===== src/rtl/cpu_run_ctrl.sv =====
// rtl/cpu_run_ctrl.sv - CPU run/stop/single-step/breakpoint controller (optional CPU_RUN_CTRL_BRK_EN)
module cpu_run_ctrl #(
    parameter int CNT_W = 16,
    parameter int ADR_W = 16
) (
    input  logic             clk,
    input  logic             reset_n,
    input  logic             tick,
    input  logic             run_req,
    input  logic             step_req,
    input  logic             brk_en,
    input  logic [ADR_W-1:0] brk_adrs,
    input  logic [31:0]      pc,
    output logic             cpu_en,
    output logic [1:0]       state,
    output logic             brk_hit,
    output logic [CNT_W-1:0] instr_cnt
);

    typedef enum logic [1:0] {
        S_HALT = 2'd0,
        S_RUN  = 2'd1,
        S_STEP = 2'd2,
        S_BRK  = 2'd3
    } state_t;

    state_t state_q, state_d;
    logic   run_q, step_q;
    logic   run_edge, step_edge;
    logic   issue;
    logic   mask_set;
    logic   match;

    assign run_edge  = run_req & ~run_q;
    assign step_edge = step_req & ~step_q;

`ifdef CPU_RUN_CTRL_BRK_EN
    logic resume_mask;
    logic unused_pc_hi;

    assign unused_pc_hi = ^pc[31:ADR_W];
    assign match        = brk_en && (pc[ADR_W-1:0] == brk_adrs) && !resume_mask;
    assign brk_hit      = (state_q == S_BRK);

    // Mask drops while the resumed instruction's cpu_en is out, i.e. as the CPU leaves the breakpoint PC.
    always_ff @(posedge clk or negedge reset_n) begin
        if (!reset_n) begin
            resume_mask <= 1'b0;
        end else if (mask_set) begin
            resume_mask <= 1'b1;
        end else if (cpu_en) begin
            resume_mask <= 1'b0;
        end
    end
`else
    logic unused_brk;

    assign unused_brk = ^{brk_en, brk_adrs, pc, mask_set};
    assign match      = 1'b0;
    assign brk_hit    = 1'b0;
`endif

    always_comb begin
        state_d  = state_q;
        issue    = 1'b0;
        mask_set = 1'b0;
        case (state_q)
            S_HALT: begin
                if (run_edge) begin
                    state_d = S_RUN;
                end else if (step_edge) begin
                    state_d = S_STEP;
                end
            end
            S_RUN: begin
                if (run_edge) begin
                    state_d = S_HALT;
                end else if (match) begin
                    state_d = S_BRK;
                end else if (tick) begin
                    issue = 1'b1;
                end
            end
            S_STEP: begin
                if (tick) begin
                    issue   = 1'b1;
                    state_d = S_HALT;
                end
            end
            S_BRK: begin
                if (run_edge) begin
                    state_d  = S_RUN;
                    mask_set = 1'b1;
                end else if (step_edge) begin
                    state_d  = S_STEP;
                    mask_set = 1'b1;
                end
            end
            default: state_d = S_HALT;
        endcase
    end

    always_ff @(posedge clk or negedge reset_n) begin
        if (!reset_n) begin
            state_q   <= S_HALT;
            run_q     <= 1'b0;
            step_q    <= 1'b0;
            cpu_en    <= 1'b0;
            instr_cnt <= '0;
        end else begin
            state_q <= state_d;
            run_q   <= run_req;
            step_q  <= step_req;
            cpu_en  <= issue;
            if (issue && (instr_cnt != {CNT_W{1'b1}})) begin
                instr_cnt <= instr_cnt + CNT_W'(1);
            end
        end
    end

    assign state = state_q;

endmodule

===== config.mk =====
export PLATFORM = sky130hd
export DESIGN_NAME = cpu_run_ctrl
export DESIGN_NICKNAME = d
export VERILOG_FILES = /design/src/rtl/cpu_run_ctrl.sv
export SDC_FILE = /design/constraint.sdc
export NUM_CORES = 1
export LEC_CHECK = 0
export CORE_AREA = 2 2 60 62
export CTS_BUF_LIST = sky130_fd_sc_hd__clkbuf_8 sky130_fd_sc_hd__clkbuf_16
export CTS_CLUSTER_DIAMETER = 30
export DETAILED_ROUTE_END_ITERATION = 6
export DIE_AREA = 0 0 62 64
export PLACE_DENSITY = 0.86
export SLEW_MARGIN = 20
export SYNTH_ARGS = -nofsm -noshare
export SYNTH_HDL_FRONTEND = slang
export SYNTH_SLANG_ARGS = --single-unit

===== constraint.sdc =====
create_clock -name clk -period 2.5 [get_ports clk]
set_clock_uncertainty 0.15 [all_clocks]
set_input_delay 0.625 -clock clk [delete_from_list [all_inputs] [get_ports clk]]
set_output_delay 0.625 -clock clk [all_outputs]
set_load 0.01 [all_outputs]

==> flow_summary.rst <==
.. list-table::
   :header-rows: 1

   * - Metric
     - Value
   * - Switching power total
     - approximately 0.00032 W
   * - Switching portion of total power
     - 0.318
   * - Longest Clk Path Bufs
     - 2
   * - Crit. End Element
     - flip-flop
   * - Final Hold Fails
     - 0
   * - Number of I/O port buffers
     - 23
   * - Mapped Avg Cell Area
     - 11.1 sq um
   * - Leading register cell type out of synthesis
     - dfrtp_1
   * - Post-route setup TNS
     - 0 ns
   * - Initial antenna violation count
     - 0
   * - Pin count of the biggest net entering global routing
     - 22
   * - Most frequent cells after synthesis
     - dfrtp_1, xor2_1
   * - Total of warnings raised by yosys
     - 0
   * - Part of the cycle the worst path needs
     - 0.966
   * - Shortest clock period the worst path allows after layout
     - 2.42 ns
   * - Die X
     - 62 um
   * - Worst path buffer plus inverter count
     - 1
   * - Area added between synthesis and finish
     - 32.6%
   * - Clock latency on the worst-skew pair
     - 0.25 ns
   * - Effective utilization at floorplan
     - 0.334
   * - Cell types occupying the most area after synthesis
     - dfrtp_1, xor2_1, ha_1
   * - Area share of the leading cell type in the synthesized netlist
     - 0.478
   * - Total global routing track utilization
     - 0.124
   * - Mapped Area
     - 0.00110 sq mm
   * - Worst path top cell family by delay
     - simple AND/OR/NAND/NOR gates
   * - Antenna Nets Post-Route
     - 0
   * - Largest stage delay on the critical path
     - approximately 0.6 ns
   * - Global placer's final weighted congestion
     - 0.808
   * - Required @ worst endpoint
     - 2.53 ns
   * - Top achievable clock speed
     - 414 MHz
   * - Internal Dissipation
     - 0.000697 W
   * - Max H-tree Level
     - 1
   * - Result of the run
     - finished, final reports clean
   * - Final global-route overflow total
     - 0
   * - Critical path peak fanout
     - 13
   * - Layout filler cell count
     - 325
   * - CP max stage cell
     - or4b_4
   * - Combinational share of power
     - 0.344
   * - Setup CP Type
     - input pin to flip-flop
   * - Die Area
     - 0.00397 sq mm
   * - Worst min-delay path category
     - flip-flop to flip-flop
   * - Clock buffer count from CTS
     - 3
   * - Peak supply drop
     - between 400 and 500 uV
   * - Post-synth ARST share
     - 1.00
   * - Non-filler cells in the finished layout
     - 175
   * - Clock tree root buffer cell
     - clkbuf_8
   * - Most common cell in the synthesized netlist
     - dfrtp_1
   * - Post-detail-place hpwl
     - 1660 um
   * - Count of nets after finishing
     - 187
   * - #FFs+latches synth
     - 21
   * - Router iterations before antenna repair
     - 4
   * - Average wire per cell in the routed design
     - 12.4 um
   * - Number of enable-type register cells in the synthesized netlist
     - 0
   * - Area of the placeable core
     - approximately 0.0033 sq mm
   * - Pins Over Slew Limit
     - 0
   * - Total setup violations reported at the end of the flow
     - 0
   * - Max-cap check violation count
     - 0
   * - Hold_ws
     - 0.360 ns
   * - Arrival time of the worst setup path
     - 2.44 ns
   * - Number of global-route vias before repair
     - 857
   * - Synthesized netlist cell count
     - 99
   * - Initial detailed-routing violation count
     - 10
   * - CP startpoint kind
     - input pin
   * - Number of clock sinks
     - 21
   * - Total number of vias
     - 840
   * - Setup repair after global routing missed its margin
     - false
   * - Clock power share
     - 0.206
   * - Cell Chain, Critical Path
     - clkdlybuf4s50_1 > nor3b_1 > or4b_4 > nor4b_1 > xor2_1
   * - Wire length of the first global-routing pass
     - 3750 um
   * - Drc violations
     - 0
   * - Io pins
     - 74
   * - Relative contribution of sequential cells to total power
     - 0.451
   * - Unique cell type count in the Yosys netlist
     - 30
   * - Detailed Route WL
     - between 2000 and 2500 um
   * - Synth area leader
     - dfrtp_1
   * - Reported leakage power
     - ~0.63 nW
   * - Num rows
     - 21
   * - Height of the die
     - 64 um
   * - Synthesized net count
     - roughly 160
   * - Power density over the cells
     - 702 mW/mm^2
   * - Vias per std cell
     - 4.80
   * - Fraction of layout cells with a size suffix above 1
     - 0.155
   * - Clock transition time at the flip-flop clock pins of the worst setup and hold paths
     - around 0.07 ns
   * - Sequential cell area fraction in the yosys report
     - 0.478
   * - Post-layout utilization of the core
     - 0.443
   * - Diode count
     - 0
   * - CTS tree
     - built
   * - Cells after DPL
     - 170
[power by group through the flow]
stage          Combinational [W]  Clock [W]  Sequential [W]
6_report                0.000351   0.000210        0.000460
3_5_place_dp            0.000349          0        0.000467
4_1_cts                 0.000349   0.000220        0.000461
2_1_floorplan           0.000168          0        0.000482
3_3_place_gp            0.000327          0        0.000464
5_1_grt                 0.000385   0.000243        0.000471
[cell usage in the layout (no fill, tap or decap), types with 4 or more instances in the layout]
master	instances
buf_4	6
clkdlybuf4s50_1	23
dfrtp_1	21
inv_1	6
nand2_1	5
nand3_1	4
nand4_1	5
nor2_1	5
nor3_1	4
xor2_1	11
[layer usage]
| layer | global-route usage | share of wire |
|---|---|---|
| met3 | 0.0385 | 0.050 |
| met2 | 0.206 | 0.53 |
| met1 | 0.152 | 0.41 |
| met4 | 0.0319 | 0.0046 |
| met5 | 0 | 0 |
[state kept, by name, summed over array words and instances, names as in the netlist]
| register | flops |
|---|---|
| run_q | 1 |
| step_q | 1 |
| cpu_en | 1 |
| state | 2 |
| instr_cnt | 16 |
[worst register-to-register path, stage by stage, from the launching register on]
cell,delay (ns)
dfrtp_1,0.42
inv_1,0.08
ha_1,0.35
or4b_4,0.66
nor4b_1,0.46
xor2_1,0.19
[layout make-up]
type	instances	area, sq um	share of cell area
Clock buffer	3	41.3	0.0284
Sequential cell	21	526	0.361
Inverter	5	18.8	0.0129
Tap cell	46	57.6	0.0395
Timing Repair Buffer	29	275	0.189
Clock inverter	1	3.75	0.00258
Multi-Input combinational cell	70	534	0.367
[stage by stage]
stage               total power (W)  worst slack, ns  cell area (sq um)
detailed placement         0.000816           -0.207               1390
global route                0.00110          0.00123               1460
finish                      0.00102           0.0846               1460
floorplan                  0.000650            0.205               1100
CTS                         0.00103           0.0658               1440
global placement           0.000790           -0.179               1390
[worst paths after layout]
| path | from | endpoint | slack, ns | depth (start not counted) |
|---|---|---|---|---|
| worst max-delay path | run_req | instr_cnt[9] | 0.08 | 5 |
| worst min-delay path | instr_cnt[15] | instr_cnt[15] | 0.36 | 1 |
| worst max register to register | state[0] | instr_cnt[9] | 0.11 | 5 |
| worst min register to register | instr_cnt[15] | instr_cnt[15] | 0.36 | 1 |
| max in group asynchronous | reset_n | instr_cnt[3] | 1.43 | 2 |
| min in group asynchronous | reset_n | instr_cnt[0] | 0.56 | 2 |
[repair_timing]
item                                    CTS  global route
buffers inserted                          0             1
endpoints found under the hold margin     0             0
endpoints found under the setup margin    0             3
hold buffers                              0             0
gates resized for setup                   0             2
[cells by family after synthesis]
group / synth area share
adder cells (fa/ha/maj): 0.0342
other: 0.00341
multiplexers: 0.0410
AO/OA/AOI/OAI: 0.0399
buffers and inverters: 0.0478
XOR/XNOR: 0.0957
flip-flops: 0.478
AND/OR/NAND/NOR: 0.260
No activity file was read; power rests on OpenSTA's default activity.
